## config.mk

```make
export PLATFORM = sky130hd
export DESIGN_NAME = alu_ctrl_encoder_flat
export DESIGN_NICKNAME = d
export VERILOG_FILES = /design/src/rtl/alu_ctrl_encoder_if.sv /design/src/rtl/alu_ctrl_encoder.sv /design/src/flat_wrapper.sv
export SDC_FILE = /design/constraint.sdc
export NUM_CORES = 1
export LEC_CHECK = 0
export BUFFER_PORTS_ARGS = -buffer_cell sky130_fd_sc_hd__buf_2
export CAP_MARGIN = 0
export CORE_ASPECT_RATIO = 0.8
export CORE_MARGIN = 8
export CORE_UTILIZATION = 51
export CTS_CLUSTER_SIZE = 14
export DETAILED_ROUTE_END_ITERATION = 7
export PLACE_DENSITY = 0.8
export SYNTH_ARGS = -nofsm -noshare
export SYNTH_HDL_FRONTEND = slang
export SYNTH_SLANG_ARGS = --single-unit
```

## constraint.sdc

```tcl
create_clock -name clk -period 2.5 [get_ports clk]
set_clock_uncertainty 0.2 [all_clocks]
set_input_delay 0.5 -clock clk [delete_from_list [all_inputs] [get_ports clk]]
set_output_delay 0.5 -clock clk [all_outputs]
set_load 0.02 [all_outputs]
```

## src/rtl/alu_ctrl_encoder_if.sv

```systemverilog
// Handshake and control-word bundle between the instruction source, the ALU
// control encoder and the downstream ALU stage.
interface alu_ctrl_encoder_if;
   logic        in_valid;
   logic        in_ready;
   logic [31:0] instr;
   logic        out_valid;
   logic        out_ready;
   logic [5:0]  alu_fun;
   logic        sign;
   logic [1:0]  src_a;
   logic [1:0]  src_b;
   logic        illegal;
   logic        err_sticky;

   modport master (
      output in_valid, instr, out_ready,
      input  in_ready, out_valid, alu_fun, sign, src_a, src_b, illegal, err_sticky
   );

   modport slave (
      input  in_valid, instr, out_ready,
      output in_ready, out_valid, alu_fun, sign, src_a, src_b, illegal, err_sticky
   );
endinterface

```

## src/rtl/alu_ctrl_encoder.sv

```systemverilog
// MIPS instruction -> ALU control word encoder behind a 2-entry skid buffer.
// Define ALU_ENC_ILLEGAL_TRAP_EN to flag illegal instructions and keep a sticky error.
module alu_ctrl_encoder (
   input logic              clk,
   input logic              reset,
   alu_ctrl_encoder_if.slave bus
);

   localparam logic [5:0] F_ADD = 6'b000000;
   localparam logic [5:0] F_SUB = 6'b000001;
   localparam logic [5:0] F_AND = 6'b011000;
   localparam logic [5:0] F_OR  = 6'b011110;
   localparam logic [5:0] F_XOR = 6'b010110;
   localparam logic [5:0] F_NOR = 6'b010001;
   localparam logic [5:0] F_SLL = 6'b100000;
   localparam logic [5:0] F_SRL = 6'b100001;
   localparam logic [5:0] F_SRA = 6'b100011;
   localparam logic [5:0] F_EQ  = 6'b110011;
   localparam logic [5:0] F_NE  = 6'b110001;
   localparam logic [5:0] F_LT  = 6'b110101;
   localparam logic [5:0] F_LEZ = 6'b111101;
   localparam logic [5:0] F_LTZ = 6'b111011;
   localparam logic [5:0] F_GTZ = 6'b111111;

`ifdef ALU_ENC_ILLEGAL_TRAP_EN
   typedef struct packed {
      logic [5:0] alu_fun;
      logic       sign;
      logic [1:0] src_a;
      logic [1:0] src_b;
      logic       illegal;
   } ctrl_t;

   localparam ctrl_t ILLEGAL_WORD = '{alu_fun: F_ADD, sign: 1'b0, src_a: 2'd0, src_b: 2'd0, illegal: 1'b1};
`else
   typedef struct packed {
      logic [5:0] alu_fun;
      logic       sign;
      logic [1:0] src_a;
      logic [1:0] src_b;
   } ctrl_t;

   // Unsupported instructions degrade to an unsigned rs+rt add (NOP).
   localparam ctrl_t ILLEGAL_WORD = '{alu_fun: F_ADD, sign: 1'b0, src_a: 2'd0, src_b: 2'd0};
`endif

   function automatic ctrl_t word(input logic [5:0] f, input logic s,
                                  input logic [1:0] a, input logic [1:0] b);
      ctrl_t w;
      w         = ILLEGAL_WORD;
      w.alu_fun = f;
      w.sign    = s;
      w.src_a   = a;
      w.src_b   = b;
`ifdef ALU_ENC_ILLEGAL_TRAP_EN
      w.illegal = 1'b0;
`endif
      return w;
   endfunction

   logic [5:0] opcode;
   logic [4:0] rt;
   logic [5:0] funct;
   logic       unused_bits;
   ctrl_t      dec;

   assign opcode      = bus.instr[31:26];
   assign rt          = bus.instr[20:16];
   assign funct       = bus.instr[5:0];
   assign unused_bits = ^{bus.instr[25:21], bus.instr[15:6]};

   // NOTE: dec gets its default before the case so every path assigns it and no latch is inferred.
   always_comb begin
      dec = ILLEGAL_WORD;
      case (opcode)
         6'h00: begin
            case (funct)
               6'h20:   dec = word(F_ADD, 1'b1, 2'd0, 2'd0);
               6'h21:   dec = word(F_ADD, 1'b0, 2'd0, 2'd0);
               6'h22:   dec = word(F_SUB, 1'b1, 2'd0, 2'd0);
               6'h23:   dec = word(F_SUB, 1'b0, 2'd0, 2'd0);
               6'h24:   dec = word(F_AND, 1'b0, 2'd0, 2'd0);
               6'h25:   dec = word(F_OR,  1'b0, 2'd0, 2'd0);
               6'h26:   dec = word(F_XOR, 1'b0, 2'd0, 2'd0);
               6'h27:   dec = word(F_NOR, 1'b0, 2'd0, 2'd0);
               6'h2A:   dec = word(F_LT,  1'b1, 2'd0, 2'd0);
               6'h2B:   dec = word(F_LT,  1'b0, 2'd0, 2'd0);
               6'h00:   dec = word(F_SLL, 1'b0, 2'd1, 2'd0);
               6'h02:   dec = word(F_SRL, 1'b0, 2'd1, 2'd0);
               6'h03:   dec = word(F_SRA, 1'b0, 2'd1, 2'd0);
               default: dec = ILLEGAL_WORD;
            endcase
         end
         6'h08:   dec = word(F_ADD, 1'b1, 2'd0, 2'd1);
         6'h09:   dec = word(F_ADD, 1'b0, 2'd0, 2'd1);
         6'h0A:   dec = word(F_LT,  1'b1, 2'd0, 2'd1);
         6'h0B:   dec = word(F_LT,  1'b0, 2'd0, 2'd1);
         6'h0C:   dec = word(F_AND, 1'b0, 2'd0, 2'd2);
         6'h0D:   dec = word(F_OR,  1'b0, 2'd0, 2'd2);
         6'h0E:   dec = word(F_XOR, 1'b0, 2'd0, 2'd2);
         // lui: the immediate is shifted left by a constant 16.
         6'h0F:   dec = word(F_SLL, 1'b0, 2'd2, 2'd2);
         6'h23,
         6'h2B:   dec = word(F_ADD, 1'b1, 2'd0, 2'd1);
         6'h04:   dec = word(F_EQ,  1'b1, 2'd0, 2'd0);
         6'h05:   dec = word(F_NE,  1'b1, 2'd0, 2'd0);
         6'h06:   dec = word(F_LEZ, 1'b1, 2'd0, 2'd0);
         6'h07:   dec = word(F_GTZ, 1'b1, 2'd0, 2'd0);
         6'h01:   if (rt == 5'd0) dec = word(F_LTZ, 1'b1, 2'd0, 2'd0);
         default: dec = ILLEGAL_WORD;
      endcase
   end

   // Two-slot circular buffer; in_ready is a flop so out_ready never reaches it combinationally.
   ctrl_t      mem [2];
   logic       wr_ptr;
   logic       rd_ptr;
   logic [1:0] count;
   logic [1:0] count_nxt;
   logic       in_ready_q;
   logic       push;
   logic       pop;
   ctrl_t      head;

   assign push = bus.in_valid & in_ready_q;
   assign pop  = (count != 2'd0) & bus.out_ready;
   assign head = mem[rd_ptr];

   always_comb begin
      count_nxt = count;
      case ({push, pop})
         2'b10:   count_nxt = count + 2'd1;
         2'b01:   count_nxt = count - 2'd1;
         default: count_nxt = count;
      endcase
   end

   // NOTE: the two slots are reset because they drive the outputs directly and must read zero in reset.
   always_ff @(posedge clk or negedge reset) begin
      if (!reset) begin
         mem[0]     <= '0;
         mem[1]     <= '0;
         wr_ptr     <= 1'b0;
         rd_ptr     <= 1'b0;
         count      <= 2'd0;
         in_ready_q <= 1'b0;
      end else begin
         if (push) begin
            mem[wr_ptr] <= dec;
            wr_ptr      <= ~wr_ptr;
         end
         if (pop) rd_ptr <= ~rd_ptr;
         count      <= count_nxt;
         in_ready_q <= (count_nxt != 2'd2);
      end
   end

   assign bus.in_ready  = in_ready_q;
   assign bus.out_valid = (count != 2'd0);
   assign bus.alu_fun   = head.alu_fun;
   assign bus.sign      = head.sign;
   assign bus.src_a     = head.src_a;
   assign bus.src_b     = head.src_b;

`ifdef ALU_ENC_ILLEGAL_TRAP_EN
   logic err_q;

   always_ff @(posedge clk or negedge reset) begin
      if (!reset)                  err_q <= 1'b0;
      else if (pop && head.illegal) err_q <= 1'b1;
   end

   assign bus.illegal    = head.illegal;
   assign bus.err_sticky = err_q;
`else
   assign bus.illegal    = 1'b0;
   assign bus.err_sticky = 1'b0;
`endif

endmodule

```

## src/flat_wrapper.sv

```systemverilog
// flat-port wrapper written by rule: the top's interface ports become plain ports
module alu_ctrl_encoder_flat 
  (clk, reset, bus_in_valid, bus_instr, bus_out_ready, bus_in_ready, bus_out_valid, bus_alu_fun, bus_sign, bus_src_a, bus_src_b, bus_illegal, bus_err_sticky);
  alu_ctrl_encoder_if bus_i ();
  input logic clk;
  input logic reset;
  input wire logic [$bits(bus_i.in_valid)-1:0] bus_in_valid;
  input wire logic [$bits(bus_i.instr)-1:0] bus_instr;
  input wire logic [$bits(bus_i.out_ready)-1:0] bus_out_ready;
  output wire logic [$bits(bus_i.in_ready)-1:0] bus_in_ready;
  output wire logic [$bits(bus_i.out_valid)-1:0] bus_out_valid;
  output wire logic [$bits(bus_i.alu_fun)-1:0] bus_alu_fun;
  output wire logic [$bits(bus_i.sign)-1:0] bus_sign;
  output wire logic [$bits(bus_i.src_a)-1:0] bus_src_a;
  output wire logic [$bits(bus_i.src_b)-1:0] bus_src_b;
  output wire logic [$bits(bus_i.illegal)-1:0] bus_illegal;
  output wire logic [$bits(bus_i.err_sticky)-1:0] bus_err_sticky;
  assign bus_i.in_valid = bus_in_valid;
  assign bus_i.instr = bus_instr;
  assign bus_i.out_ready = bus_out_ready;
  assign bus_in_ready = bus_i.in_ready;
  assign bus_out_valid = bus_i.out_valid;
  assign bus_alu_fun = bus_i.alu_fun;
  assign bus_sign = bus_i.sign;
  assign bus_src_a = bus_i.src_a;
  assign bus_src_b = bus_i.src_b;
  assign bus_illegal = bus_i.illegal;
  assign bus_err_sticky = bus_i.err_sticky;
  alu_ctrl_encoder u_core (.clk(clk), .reset(reset), .bus(bus_i));
endmodule
```

Word-level counts from Yosys, hierarchy flattened
Memories as Yosys holds them, arrays and structs flattened.
Index checks and enable logic that the tools add are counted.
{"block": "word_totals", "out_inout_bits": 15, "romBits": 512, "memories": 1, "reg_bits": 27, "wordCells": 56, "input_bits": 36}
{"name": "(name not given)", "words": 64, "width": 8, "read_ports": 1, "rd_ports_with_merged_regs": 0, "wr": 0, "line": "alu_ctrl_encoder.sv:77", "rtl": "case (funct)"}
{"block": "classes", "bitwise": 6, "n_mux": 9, "n_eq_ne": 18, "n_addsub": 2, "n_reduce_logical": 5, "order_cmp": 3}
{"op": "11-bit case mux with 14 select lines", "n": 1}
{"op": "11-bit 2-to-1 mux", "n": 5}
{"op": "6-bit by 4-bit == test with 1-bit output (second input constant)", "n": 8}
{"op": "6-bit by 3-bit == test with 1-bit output (second input constant)", "n": 4}
{"op": "22-bit bitwise mux", "n": 1}
{"op": "6-bit == test (second input constant)", "n": 2}
{"op": "11-bit demux with 1-bit select", "n": 1}
{"op": "6-bit by 1-bit == test with 1-bit output (second input constant)", "n": 1}
{"op": "6-bit logical NOT", "n": 1}
{"op": "5-bit logical NOT", "n": 1}
{"op": "2-bit >= comparator (second input constant)", "n": 2}
{"op": "1-bit inverter with 2-bit output", "n": 2}
{"op": "2-bit case mux with 2 select lines", "n": 1}
{"op": "3-bit OR reduction", "n": 1}
{"op": "2-bit by 1-bit adder with 2-bit output (second input constant)", "n": 1}
{"op": "1-bit bitwise AND", "n": 2}
{"op": "2-bit by 1-bit == test with 1-bit output (second input constant)", "n": 1}
{"op": "2-bit == test (second input constant)", "n": 1}
{"op": "2-bit by 1-bit less-than comparator with 1-bit output (second input constant)", "n": 1}
{"op": "2-bit inequality test (second input constant)", "n": 1}
{"op": "1-bit inverter", "n": 2}
{"op": "2-bit nonzero test", "n": 1}
{"op": "2-bit by 1-bit subtractor with 2-bit output (second input constant)", "n": 1}
{"op": "1-bit logical AND", "n": 1}

Depth between registers and ports, before layout
{"block": "depth", "depth_word": 6, "depth_mapped": 7, "depth_no_buf": 7}

Least setup slack after synthesis
OpenSTA, ideal clock, no wires.
{"block": "synth_timing", "path_type": "register to register", "startpoint": "register u_core.count[0]", "endpoint": "register u_core.in_ready_q (netlist: u_core.bus.in_ready)", "slack_ns": 0.559, "setup_ns": 0.123, "required_ns": 2.177, "stages_incl_launch_ff": 7, "arrival_time_ns": 1.618, "cell_sequence": "dfrtp_1 > or2_2 > and2_1 > ha_1 > nor2_1 > xor2_1 > nand2b_1"}
{"block": "synth_between", "elab_chain_cells": 5, "elab_cells_between_ends": 8, "cone_classes": "2 x add/sub; 3 x eq/ne; 1 x mux; 1 x bitwise; 1 x reduce/logical"}
{"element": "from (decl)", "line": "alu_ctrl_encoder.sv:118", "rtl": "logic [1:0] count;"}
{"element": "from (signal assigned)", "line": "alu_ctrl_encoder.sv:153", "rtl": "count <= count_nxt;"}
{"element": "2-bit nonzero test (*)"}
{"element": "net bus_out_valid", "line": "flat_wrapper.sv:11", "rtl": "output wire logic [$bits(bus_i.out_valid)-1:0] bus_out_valid;"}
{"element": "1-bit bitwise AND (*)", "line": "alu_ctrl_encoder.sv:126", "rtl": "assign pop = (count != 2'd0) & bus.out_ready;"}
{"element": "net u_core.pop", "line": "alu_ctrl_encoder.sv:122", "rtl": "logic pop;"}
{"element": "2-bit by 1-bit == test with 1-bit output or 2-bit == test (tied branches)", "line": "alu_ctrl_encoder.sv:131", "rtl": "case ({push, pop})"}
{"element": "2-bit case mux with 2 select lines (*)", "line": "alu_ctrl_encoder.sv:131"}
{"element": "net u_core.count_nxt[1]", "line": "alu_ctrl_encoder.sv:119", "rtl": "logic [1:0] count_nxt;"}
{"element": "2-bit inequality test (*)", "line": "alu_ctrl_encoder.sv:154", "rtl": "in_ready_q <= (count_nxt != 2'd2);"}
{"element": "to (signal assigned)", "line": "alu_ctrl_encoder.sv:154"}
{"element": "to (decl)", "line": "alu_ctrl_encoder.sv:120", "rtl": "logic in_ready_q;"}
The timed path passes the listed nets; every way through them passes the cells marked *.
A chain may end at the register's enable or synchronous reset.

Worst setup path in the final report
{"block": "layout_timing", "startpoint": "register u_core.rd_ptr", "endpoint": "output port bus_sign"}
{"block": "layout_between", "elab_chain_cells": 4}
{"element": "from (decl)", "line": "alu_ctrl_encoder.sv:117", "rtl": "logic rd_ptr;"}
{"element": "from (signal assigned)", "line": "alu_ctrl_encoder.sv:152", "rtl": "if (pop) rd_ptr <= ~rd_ptr;"}
{"element": "1-bit inverter with 2-bit output (implied by the code)", "line": "alu_ctrl_encoder.sv:127", "rtl": "assign head = mem[rd_ptr];"}
{"element": "11-bit 2-to-1 mux (implied by the code) (3 in series)", "line": "alu_ctrl_encoder.sv:127"}
{"element": "to (decl)", "line": "flat_wrapper.sv:13", "rtl": "output wire logic [$bits(bus_i.sign)-1:0] bus_sign;"}
Every way passes these cells. The select of a mux whose other input is x is not followed.

==> impl_metrics.csv <==
group,metric,value,unit
pwr,p_clk_frac,0.140,
detailed_routing,vias,1391,
global_route,grt_overflow,0,
floorplan,io_pins,51,
global_route,grt_pass1_vias,1286,
clocking,cts.repair.resized,0,
detailed_routing,wl_per_cell,14.7,um
timing,slew_violations,0,
timing,rsz0062_at_grt,"no",
detailed_routing,drc,0,
floorplan,rows,18,
global_route,grt_pass1_wl,6.01,mm
detailed_routing,top_layer_used,"met4",
yosys,synthTopCellsByArea,"dfrtp_1 (41%), mux2_2 (7.5%), nand2_1 (4.8%)",
floorplan,start_util,0.535,
job,maxCapViolations,0,
clocking,cts_hold_buf,0,
yosys,synth_largest_area_cell,"dfrtp_1",
detailed_routing,wl_met2,1.70,mm
yosys,ys_types,42,
placed_design,portBuffers,33,
clocking,clk_pin_slew,0.09,ns
finish,finalNonFillerCells,251,
clocking,clk_latency,0.27,ns
yosys,yosysWarnings,0,
floorplan,core,3090,um^2
timing,final.setup.tns,0,ns
run_status,outcome,"complete, no violations",
pwr,p_int,0.00104,W
clocking,numCtsBuffers,3,
pwr,power_frac_comb,0.439,
timing,period_minus_slack,2.25,ns
detailed_routing,drt_iter0_drc,63,
detailed_routing,met3_length,212,um
floorplan,die_w,79.6,um
placed_design,dp_hpwl,2.78,mm
critical_path,crit_arrival,1.55,ns
timing,fin_crit_sh,0.900,
finish,final_common_cell,"buf_2",
critical_path,startpoint_type,"register",
pwr,switchingPower,0.000685,W
finish,nNetsFinal,252,
clocking,clock_path_buffers,2,
finish,design_area,1870,um^2
critical_path,critical_path_class,"register to output pin",
timing,fmax,0.444,GHz
detailed_routing,drtPass1Iterations,4,
yosys,ys_ff_latch,27,
floorplan,die_h,66.9,um
clocking,h-tree-depth,1,
detailed_routing,viasPerCell,5.54,
finish,antenna_cells,0,
critical_path,cp.required,1.80,ns
yosys,ys_seq_area_frac,0.409,
clocking,cts_tree,"built",
critical_path,crit_fanout,12,
global_route,track_usage,0.140,
critical_path,worst-r2r-setup-slack,0.56,ns
detailed_routing,drt-met1-wl,1.72,mm
timing,relSlewSlack,0.526,
global_route,grt_start_max_net_pins,28,
critical_path,worstRegToRegCells,6,
yosys,synth.avg_cell_area,8.98,um^2
timing,hold_viol,0,
pwr,switching_share,0.397,
global_route,antenna_found_initial,0,
timing,setup_viol,0,
yosys,netlist_area,1650,um^2
clocking,post-cts-setup-buffers,0,
timing,worstMarginPinSlew,0.708,ns
timing,holdWs,0.0210,ns
detailed_routing,ant_nets,0,
critical_path,worst_r2r_startpoint,"u_core.count[0]",
pwr,p_seq_frac,0.421,
placed_design,postPlaceCellArea,1820,um^2
finish,layout_common_cells,"buf_2 (33), dfrtp_1 (27), nand2_1 (21)",
finish,area_growth,13.0,%
critical_path,rr_endpoint,"u_core.bus.in_ready",
pwr,powerDensity,925,nW/um^2
finish,fin_util,0.605,
pwr,peakVddDrop,0.000398,V
clocking,cts-root-buf,"clkbuf_8",
finish,final_layout_size_suffix_gt1_frac,0.261,
floorplan,die-area,5330,um^2
clocking,cts_num_sinks,27,
critical_path,end_kind,"output pin",
placed_design,dp.cells,247,
placed_design,place.gp.congestion,0.809,
min_path,hold_class,"input pin to asynchronous set/reset pin",
yosys,synth_top_area_frac,0.409,
yosys,syn_inst,184,
finish,fillers,268,
detailed_routing,drt-total-wl,3.68,mm
pwr,leakagePower,0.830,nW
## per-layer routing
layer | GRT usage | up-vias
met5 | 0 | -
met3 | 0.0296 | 4
li1 | - | 698
met4 | 0.0415 | 0
met1 | 0.181 | 647
met2 | 0.230 | 42
## layout make-up
type,count,area (um^2),area share
Inverter,3,11.3,0.00604
Tap cell,40,50.0,0.0268
Timing Repair Buffer,34,173,0.0926
Clock buffer,4,45.0,0.0241
Sequential cell,27,676,0.362
Multi-Input combinational cell,143,911,0.488
## power groups by stage
stage	clock network, W	logic (W)	registers (W)
finish	0.000242	0.000758	0.000726
global route	0.000261	0.000843	0.000752
CTS	0.000250	0.000766	0.000728
detailed placement	0	0.000757	0.000735
global placement	0	0.000744	0.000726
floorplan	0	0.000582	0.000684
## through the flow
stage	setup slack, ns	power [W]
5_1_grt	0.192	0.00186
4_1_cts	0.233	0.00174
6_report	0.249	0.00173
3_5_place_dp	0.345	0.00149
2_1_floorplan	0.559	0.00127
3_3_place_gp	0.363	0.00147
## state kept, by name, summed over array words and instances, names as in the netlist
name and flops:
u_core.bus.in_ready 1, u_core.count 2, u_core.mem 22, u_core.rd_ptr 1, u_core.wr_ptr 1
## worst max-delay path, cell delays in order (launching register included)
cell     delay (ns)
dfrtp_1        0.69
mux2_2         0.42
buf_2          0.16
## how the worst max path moves through the flow
stage	startpoint	endpoint	slack, ns	cells after the start
6_report	u_core.rd_ptr	bus_sign	0.25	2
5_1_grt	u_core.rd_ptr	bus_sign	0.19	2
4_1_cts	u_core.rd_ptr	bus_sign	0.23	2
3_5_place_dp	bus_instr[26]	u_core.mem[6]	0.35	5
3_3_place_gp	bus_instr[26]	u_core.mem[19]	0.36	5
2_1_floorplan	u_core.count[0]	u_core.bus.in_ready	0.56	6
## synth_stat cells (all sizes together)
master / number
dfrtp: 27
nand2: 21
nor2: 18
o21ai: 15
mux2: 11
a31oi: 8
a21oi: 6
buf: 6
clkbuf: 6
and2: 5
nand3b: 5
ha: 4
nand2b: 4
or3: 4
inv: 3
nand3: 3
nor2b: 3
nor4: 3
o211ai: 3
or2: 3
or3b: 3
xnor2: 3
xor2: 3
a211oi: 2
nor3: 2
nor3b: 2
a21boi: 1
a22oi: 1
a32oi: 1
and3: 1
and4b: 1
conb: 1
nand4: 1
nand4b: 1
o31ai: 1
o32ai: 1
or4b: 1
## logic make-up (layout without fill, tap and decap cells)
group                    after synthesis  after routing  share of synthesized area
AND/OR/NAND/NOR                       81             81                      0.269
AO/OA/AOI/OAI                         39             39                      0.141
multiplexers                          11             11                     0.0750
flip-flops                            27             27                      0.409
XOR/XNOR                               6              6                     0.0318
adder cells (fa/ha/maj)                4              4                     0.0303
other                                  1              2                    0.00227
buffers and inverters                 15             41                     0.0417
Note: power is estimated with default switching activity, not from simulation.
